===== config.mk =====
export PLATFORM = sky130hd
export DESIGN_NAME = prog_ram
export DESIGN_NICKNAME = d
export VERILOG_FILES = /design/src/rtl/prog_ram_pkg.sv /design/src/rtl/prog_ram_array.sv /design/src/rtl/prog_ram.sv
export SDC_FILE = /design/constraint.sdc
export NUM_CORES = 1
export LEC_CHECK = 0
export CAP_MARGIN = 20
export CORE_ASPECT_RATIO = 0.7
export CORE_MARGIN = 3
export CORE_UTILIZATION = 45
export DETAILED_ROUTE_END_ITERATION = 6
export GPL_TIMING_DRIVEN = 1
export PLACE_DENSITY = 0.62
export SLEW_MARGIN = 10
export SYNTH_ARGS = -nofsm -noshare
export SYNTH_HDL_FRONTEND = slang
export SYNTH_SLANG_ARGS = --single-unit

===== constraint.sdc =====
create_clock -name clk -period 2.8 [get_ports clk]
set_input_delay 0.56 -clock clk [delete_from_list [all_inputs] [get_ports clk]]
set_output_delay 0.56 -clock clk [all_outputs]
set_load 0.05 [all_outputs]

===== src/rtl/prog_ram_pkg.sv =====
// prog_ram_pkg: shared types and default sizes for the program/data RAM.
//   state_t     : loader FSM encoding (IDLE, LOAD, DONE)
//   DATA_W_DEF  : default word width
//   ADDR_W_DEF  : default address width (depth = 2**ADDR_W)
package prog_ram_pkg;

  localparam int DATA_W_DEF = 8;
  localparam int ADDR_W_DEF = 5;

  typedef enum logic [1:0] {
    IDLE = 2'd0,
    LOAD = 2'd1,
    DONE = 2'd2
  } state_t;

endpackage


===== src/rtl/prog_ram_array.sv =====
// prog_ram_array: plain single-port storage, synchronous write, no reset on
// contents. The read is combinational from the stored word, so a register that
// captures rdata on the same edge as a write sees the old word (read-first).
//   clk   : clock
//   we    : write enable
//   addr  : word address shared by read and write
//   wdata : write data
//   rdata : word currently stored at addr
module prog_ram_array
  import prog_ram_pkg::*;
#(
  parameter int DATA_W = DATA_W_DEF,
  parameter int ADDR_W = ADDR_W_DEF
) (
  input  logic              clk,
  input  logic              we,
  input  logic [ADDR_W-1:0] addr,
  input  logic [DATA_W-1:0] wdata,
  output logic [DATA_W-1:0] rdata
);

  logic [DATA_W-1:0] mem [2**ADDR_W];

  always_ff @(posedge clk) begin
    if (we) mem[addr] <= wdata;
  end

  assign rdata = mem[addr];

endmodule


===== src/rtl/prog_ram.sv =====
// prog_ram: single-port program/data RAM with a CPU port (registered read,
// valid strobe) and a streaming loader that fills a block of words with
// auto-incrementing, wrapping addresses. The CPU is stalled while the loader
// owns the memory; stalled CPU requests are dropped without side effects.
//   clk, rst                          : clock, async active-low reset
//   cpu_rd/cpu_wr/cpu_addr/cpu_wdata  : CPU request
//   cpu_rdata/cpu_rvalid              : registered read data and strobe
//   cpu_stall                         : loader owns memory
//   ld_start/ld_base/ld_len           : load command (sampled in IDLE only)
//   ld_valid/ld_data/ld_ready         : load data handshake
//   ld_busy/ld_done                   : load status
//
// state | meaning
// IDLE  | CPU owns the memory, waiting for ld_start
// LOAD  | accepting load words, CPU stalled
// DONE  | one-cycle completion pulse, CPU still stalled
module prog_ram
  import prog_ram_pkg::*;
#(
  parameter int DATA_W = DATA_W_DEF,
  parameter int ADDR_W = ADDR_W_DEF
) (
  input  logic              clk,
  input  logic              rst,
  input  logic              cpu_rd,
  input  logic              cpu_wr,
  input  logic [ADDR_W-1:0] cpu_addr,
  input  logic [DATA_W-1:0] cpu_wdata,
  output logic [DATA_W-1:0] cpu_rdata,
  output logic              cpu_rvalid,
  output logic              cpu_stall,
  input  logic              ld_start,
  input  logic [ADDR_W-1:0] ld_base,
  input  logic [ADDR_W:0]   ld_len,
  input  logic              ld_valid,
  input  logic [DATA_W-1:0] ld_data,
  output logic              ld_ready,
  output logic              ld_busy,
  output logic              ld_done
);

  state_t            state, state_nxt;
  logic [ADDR_W-1:0] ptr;
  logic [ADDR_W:0]   cnt;
  logic              hs;
  logic              cpu_ok;
  logic              mem_we;
  logic [ADDR_W-1:0] mem_addr;
  logic [DATA_W-1:0] mem_wdata;
  logic [DATA_W-1:0] mem_rdata;

  // Decoded from state only, so no input reaches ld_ready or cpu_stall.
  assign hs     = ld_valid & (state == LOAD);
  assign cpu_ok = (state == IDLE);

  always_comb begin
    state_nxt = state;
    cpu_stall = 1'b0;
    ld_ready  = 1'b0;
    ld_busy   = 1'b0;
    ld_done   = 1'b0;
    case (state)
      IDLE: begin
        if (ld_start) state_nxt = (ld_len != '0) ? LOAD : DONE;
      end
      LOAD: begin
        cpu_stall = 1'b1;
        ld_ready  = 1'b1;
        ld_busy   = 1'b1;
        if (hs && cnt == (ADDR_W+1)'(1)) state_nxt = DONE;
      end
      DONE: begin
        cpu_stall = 1'b1;
        ld_done   = 1'b1;
        state_nxt = IDLE;
      end
      default: state_nxt = IDLE;
    endcase
  end

  always_ff @(posedge clk or negedge rst) begin
    if (!rst) begin
      state <= IDLE;
      ptr   <= '0;
      cnt   <= '0;
    end else begin
      state <= state_nxt;
      if (state == IDLE && ld_start) begin
        ptr <= ld_base;
        cnt <= ld_len;
      end else if (hs) begin
        ptr <= ptr + ADDR_W'(1);
        cnt <= cnt - (ADDR_W+1)'(1);
      end
    end
  end

  // Loader owns the port in LOAD; in DONE neither side may write.
  always_comb begin
    mem_we    = 1'b0;
    mem_addr  = cpu_addr;
    mem_wdata = cpu_wdata;
    if (state == LOAD) begin
      mem_we    = hs;
      mem_addr  = ptr;
      mem_wdata = ld_data;
    end else if (cpu_ok) begin
      mem_we = cpu_wr;
    end
  end

  prog_ram_array #(
    .DATA_W(DATA_W),
    .ADDR_W(ADDR_W)
  ) u_array (
    .clk  (clk),
    .we   (mem_we),
    .addr (mem_addr),
    .wdata(mem_wdata),
    .rdata(mem_rdata)
  );

  always_ff @(posedge clk or negedge rst) begin
    if (!rst) begin
      cpu_rdata  <= '0;
      cpu_rvalid <= 1'b0;
    end else begin
      cpu_rvalid <= cpu_ok & cpu_rd;
      if (cpu_ok && cpu_rd) cpu_rdata <= mem_rdata;
    end
  end

endmodule


==> reports/qor.txt, run 1 <==
Leakage Power: 4.90 nW
H-tree Lvls: 1
Setup crit start: state[0]
MaxCap Viol Count: 0
Slew Limit Headroom: 45.5%
most common cell in the netlist: edfxtp_1
Layout area overhead: 23.4%
Buf/Inv on CP: 2
clk sink count: 278
Ys Warns: 0
Post-Layout Cell Count: 1,234
syn avg cell area: 15.8 µm²
endpoints failing setup: 0
DRC viols: 0
HPWL Detailed: 21,500 µm
Placement Cell Area: 13,200 µm²
EDFF count, synth: 256
Reg power frac: 41.4%
initial antenna violation count: 0
Synth Area in XOR/XNOR: 0.686%
Port Buffer Count: 50
Sw Ratio: 31.7%
area share of the largest cell type after synthesis: 66.9%
Startpoint Class: flip-flop
RSZ-0062 raised after global routing: no
fin nets: 932
CTS tree: built
PnR Total Power: 12.8 mW
Net Sw Power: 4.07 mW
CTS buffer count: 27
vias in the first global route: 7,198
fin area: 14,200 µm²
critical path type: reg2out
adder-cell share of the synthesized area: 0.653%
largest family of logic cells by synthesized area: multiplexers
FFs w/ async S/R, synth: 7.91%
most frequent cells after synthesis: edfxtp_1 (256), o21ai_0 (85), mux2i_1 (56)
I/O pin cnt: 51
register area share after synthesis: 71.6%
antenna cells: 0
Worst path max stage delay: 0.81 ns
count of state elements after synthesis: 278
main area contributors after synthesis: edfxtp_1 (67%), mux2i_1 (4.9%), dfrtp_1 (4.8%), o21ai_0 (3.7%), mux4_2 (2.9%)
Worst path slowest cell: clkdlybuf4s50_1
largest fanout on the critical path: 3
Total Wirelength: 31,600 µm
cell family with the largest share of critical-path delay: buffers and inverters
clock root buffer master: clkbuf_16
mux cell area share after synthesis: 10.1%
CTS max path bufs: 3
largest net degree at the start of global routing: 33
status: complete, no violations
Final Util: 57.1%
Initial Util: 46.2%
CTS clock-pin slew for the worst setup and hold paths: 0.07 ns
GRT Overall Usage: 23.1%
fillers: 1,958
row cnt: 48
pwr dens: 905 nW/µm²
vias: 7,300
area leader, netlist: edfxtp_1
share of layout cells above drive strength 1: 23.0%
Vias/cell: 5.92
Unique masters post-synth: 50
1st-iter DRT viols: 880
worst hold path class: in2async
Overflow after GRT: 0
VDD IR max: 0.537 mV
r2r setup slk: 0.16 ns
net count after synthesis: 770
die height: 140 µm
max-slew violations: 0
antenna violation net count after detailed routing: 0
power share of the combinational group: 29.5%
Peak Freq: 370 MHz
clock power share: 29.0%
endpoints failing hold: 0
mapped cell area: 11,500 µm²
die width: 197 µm
Tightest Pin Transition: 0.817 ns
CP Cell Sequence: inv_1 -> ha_1 -> clkdlybuf4s50_1
Setup WS pre-CTS: -0.181 ns
die area: 27,500 µm²
Period minus WS final: 2.71 ns
worst r2r src: state[1]
Inst Count DP: 1,182
Synth Area in Simple Gates: 6.24%
critical path required time: 2.24 ns
Syn Inst Count: 726
reg2reg end: cpu_rdata[0]
clock latency on the worst-skew pair: 0.56 ns
gp weighted congestion: 0.873
setup_tns: 0 ns
Tcrit/Tclk final: 96.6%
Compound-Gate Fraction of Synth Area: 8.38%
Setup WS post-layout: 0.0943 ns
Core Area: 24,900 µm²
Reg2Reg Depth: 9
main flop type after synthesis: edfxtp_1
TritonRoute pass-1 iters: 6
Worst Clk Skew: 0.0274 ns
average routed wire per standard cell: 25.6 µm
Critical Path AT: 2.15 ns
Internal: 8.77 mW
first-pass GRT wire length: 47,100 µm
hold slack: 0.388 ns
nature of the critical path endpoint: output pin
-- kinds of logic (layout without fill, tap and decap cells) --
kind of cell,after synthesis,count (layout)
AOI/OAI and AO/OA,153,153
xor gates and xnor gates,9,9
adders and majority gates,6,6
buffers and inverters,52,235
DFF,278,278
muxes,87,87
and+or+nand+nor,141,141
-- layout make-up --
type                       instances  area [µm²]  area share, %
sequential                       278        8240           58.1
multi-input combinational        396        3030           21.3
timing repair buffer             175        1540           10.8
clock buffer                      38         807           5.69
tap                              325         407           2.87
clock inverter                    12         130          0.917
inverter                          10        37.5          0.265
-- power by group through the flow --
stage                     Clock [mW]  Sequential [mW]  Combinational, mW
after floorplan                    0             5.50               2.04
after global placement             0             5.38               3.63
after detailed placement           0             5.40               3.72
after CTS                       3.78             5.31               3.73
after global routing            3.97             5.35               4.03
final                           3.73             5.32               3.79
-- worst max path at each step --
stage                         endpoint  depth (start not counted)
floorplan           u_array.mem[21][0]                          8
global placement          cpu_rdata[5]                          7
detailed placement        cpu_rdata[2]                          9
CTS                       cpu_rdata[2]                         10
global route              cpu_rdata[2]                         11
finish                       cpu_stall                          3
-- layout by cell type, fill, tap and decap left out, types with 3 or more instances in the layout --
cell / instances
o32ai_1: 4
buf_12: 8
ha_1: 5
nand4_1: 3
clkinv_2: 3
a31oi_1: 9
nor2_1: 48
nand2_1: 25
xnor2_1: 5
o31ai_1: 3
mux2i_1: 55
xor2_1: 4
mux2_2: 10
edfxtp_1: 256
clkinv_1: 3
inv_1: 9
a21oi_1: 11
a41oi_1: 15
o21ai_1: 3
dfrtp_1: 22
buf_4: 118
nand3_1: 4
nor3b_1: 3
o21ai_0: 82
nor3_1: 14
nor4_1: 10
clkbuf_16: 27
clkbuf_8: 9
mux4_1: 5
o22ai_1: 11
nor2b_1: 17
mux4_2: 15
clkdlybuf4s50_1: 48
and3b_1: 3
-- flip-flops by register name, indices dropped and copies added (netlist names) --
signal       cells
cpu_rdata        8
cpu_rvalid       1
state            2
ptr              5
cnt              6
u_array.mem    256
-- per-layer routing --
metal | vias up | global-route usage [%] | share of wire (%)
met4 | 0 | 4.95 | 1.8
met5 | - | 0 | 0
met2 | 365 | 34.5 | 45
met1 | 3693 | 35.5 | 44
met3 | 43 | 4.50 | 9.4
li1 | 3199 | - | -
-- timing repair --
item / in CTS / in global routing
resized for setup: 2 / 9
setup buffers: 0 / 2
pin swaps: 0 / 1
hold buffers: 0 / 0
setup endpoints to repair: 2 / 38
Power figures use the tool's default switching activity.
==> inputs of run 2 (changes only) <==
--- a/config.mk
+++ b/config.mk
@@ -6,7 +6,6 @@
 export NUM_CORES = 1
 export LEC_CHECK = 0
 export CAP_MARGIN = 20
-export CORE_ASPECT_RATIO = 0.7
 export CORE_MARGIN = 3
 export CORE_UTILIZATION = 45
 export DETAILED_ROUTE_END_ITERATION = 6
@@ -15,4 +14,5 @@
 export SLEW_MARGIN = 10
 export SYNTH_ARGS = -nofsm -noshare
 export SYNTH_HDL_FRONTEND = slang
+export SYNTH_HIERARCHICAL = 1
 export SYNTH_SLANG_ARGS = --single-unit
==> reports/qor.txt, run 2 <==
share of layout cells above drive strength 1: 28.7%
Ys Warns: 6
Largest Register: u_array/mem
Period minus WS final: 2.76 ns
TritonRoute pass-1 iters: 5
VDD IR max: 0.552 mV
Setup WS pre-CTS: -0.412 ns
syn avg cell area: 16.5 µm²
CTS buffer count: 28
1st-iter DRT viols: 436
Vias/cell: 5.58
GR Util met3: 3.44%
max-slew violations: 0
row cnt: 57
fin nets: 882
Internal: 9.17 mW
antenna violation net count after detailed routing: 0
DRC viols: 0
Peak Freq: 362 MHz
critical path type: reg2reg
vias: 6,594
Tightest Pin Transition: 0.799 ns
main flop type after synthesis: edfxtp_1
Sw Ratio: 31.6%
FFs w/ async S/R, synth: 7.91%
Setup crit start: state[1]
Port Buffer Count: 50
most common cell after layout, fill and taps aside: edfxtp_1
gp weighted congestion: 0.869
worst r2r src: state[1]
power share of the combinational group: 33.1%
Reg2Reg Depth: 10
Layout area overhead: 27.2%
clock power share: 27.4%
antenna cells: 0
Critical Path AT: 3.18 ns
vias in the first global route: 6,671
Core Area: 24,500 µm²
grt met2 use: 35.2%
die width: 165 µm
setup_tns: 0 ns
most frequent cells after synthesis: edfxtp_1 (256), mux2i_1 (128), o22ai_1 (63)
Syn Inst Count: 687
main area contributors after synthesis: edfxtp_1 (68%), mux2i_1 (11%), dfrtp_1 (4.9%), o22ai_1 (3.5%), mux2_2 (2.2%)
largest fanout on the critical path: 16
Slew Limit Headroom: 46.7%
nature of the critical path endpoint: flip-flop
Unique masters post-synth: 40
Initial Util: 46.1%
GRT Overall Usage: 20.3%
status: complete, no violations
CTS max path bufs: 3
EDFF count, synth: 256
Startpoint Class: flip-flop
endpoints failing setup: 0
initial antenna violation count: 0
Reg power frac: 39.5%
critical path required time: 3.22 ns
count of state elements after synthesis: 278
commonest cells after routing, fill and taps aside: edfxtp_1 (256), mux2i_1 (121), buf_4 (90)
Total Wirelength: 28,100 µm
clock root buffer master: clkbuf_16
area share of the largest cell type after synthesis: 67.9%
Post-Layout Cell Count: 1,182
r2r setup slk: 0.04 ns
clock latency on the worst-skew pair: 0.53 ns
first-pass GRT wire length: 41,000 µm
GRT busiest layer: met2
worst hold path class: in2async
pwr dens: 932 nW/µm²
Worst Setup EP: cpu_rdata[5]
clk sink count: 278
reg2reg end: cpu_rdata[5]
Worst Clk Skew: 0.0160 ns
Tcrit/Tclk final: 98.6%
I/O pin cnt: 51
mapped cell area: 11,300 µm²
endpoints failing hold: 0
top flop regs: u_array/mem (256), cpu_rdata (8), cnt (6)
Net Sw Power: 4.24 mW
die height: 165 µm
largest net degree at the start of global routing: 33
Setup WS post-layout: 0.0382 ns
fin area: 14,400 µm²
net count after synthesis: 731
MaxCap Viol Count: 0
CTS tree: built
max FFs per register: 256
CTS clock-pin slew for the worst setup and hold paths: 0.06 ns
Leakage Power: 5.17 nW
register area share after synthesis: 72.8%
H-tree Lvls: 1
HPWL Detailed: 18,700 µm
die area: 27,100 µm²
Inst Count DP: 1,116
global routing usage on met1: 26.8%
Overflow after GRT: 0
RSZ-0062 raised after global routing: yes
area leader, netlist: edfxtp_1
most common cell in the netlist: edfxtp_1
Placement Cell Area: 13,100 µm²
average routed wire per standard cell: 23.8 µm
## run 2: power by group through the flow
stage	combinational, mW	sequential, mW	clock, mW
2_1_floorplan	2.31	5.51	0
3_3_place_gp	4.05	5.36	0
3_5_place_dp	4.11	5.38	0
4_1_cts	4.14	5.29	3.73
5_1_grt	4.70	5.32	3.92
6_report	4.44	5.30	3.67
## run 2: repair_timing
item | 4_1_cts | 5_1_grt
cloned | 0 | 2
pin swaps | 0 | 12
endpoints found under the setup margin | 6 | 9
hold buffers | 0 | 0
resized for setup | 8 | 39
buffers inserted | 0 | 14
## run 2: critical path, stage by stage (launching register included)
cell	delay, ns
dfrtp_1	0.39
inv_2	0.09
ha_4	0.23
mux2_8	0.44
buf_12	0.17
buf_4	0.16
mux2i_1	0.18
o22ai_1	0.14
nor4_2	0.46
nand2_1	0.10
mux2_2	0.27
## run 2: area by class of cell
cell class	count	area (µm²)
Clock inverter	18	180
Inverter	6	22.5
Fill cell	1883	10100
Sequential cell	278	8240
Tap cell	324	405
Clock buffer	32	737
Multi-Input combinational cell	364	3260
Timing Repair Buffer	160	1550
## run 2: worst min path at each step
stage	start	end	slack [ns]
after global routing	rst	ptr[4]	0.42
after CTS	rst	ptr[2]	0.39
after global placement	cpu_rdata[3]	cpu_rdata[3]	0.53
after floorplan	rst	cnt[0]	0.26
after detailed placement	cpu_rdata[3]	cpu_rdata[3]	0.55
final	rst	ptr[4]	0.39
## run 2: kinds of logic (layout without fill, tap and decap cells)
kind of cell | Yosys count | after routing | synth area share (%)
xor+xnor | 8 | 8 | 0.619
mux | 150 | 152 | 13.5
flops | 278 | 278 | 72.8
simple gates | 116 | 116 | 5.76
buf+inv | 47 | 216 | 2.11
compound gates | 82 | 82 | 4.53
fa+ha+maj | 6 | 6 | 0.663
## run 2: stage by stage
step	utilization (%)	power [mW]	hold WS, ns
4_1_cts	57.3	13.2	0.386
5_1_grt	58.7	13.9	0.415
6_report	58.7	13.4	0.390
3_5_place_dp	53.5	9.49	0.551
2_1_floorplan	-	7.83	0.264
3_3_place_gp	53.5	9.41	0.529
## run 2: routing by layer
layer,up-vias,part of all wire [%]
li1,3024,-
met1,3352,42
met2,178,50
met3,40,5.5
met4,0,2.4
met5,-,0
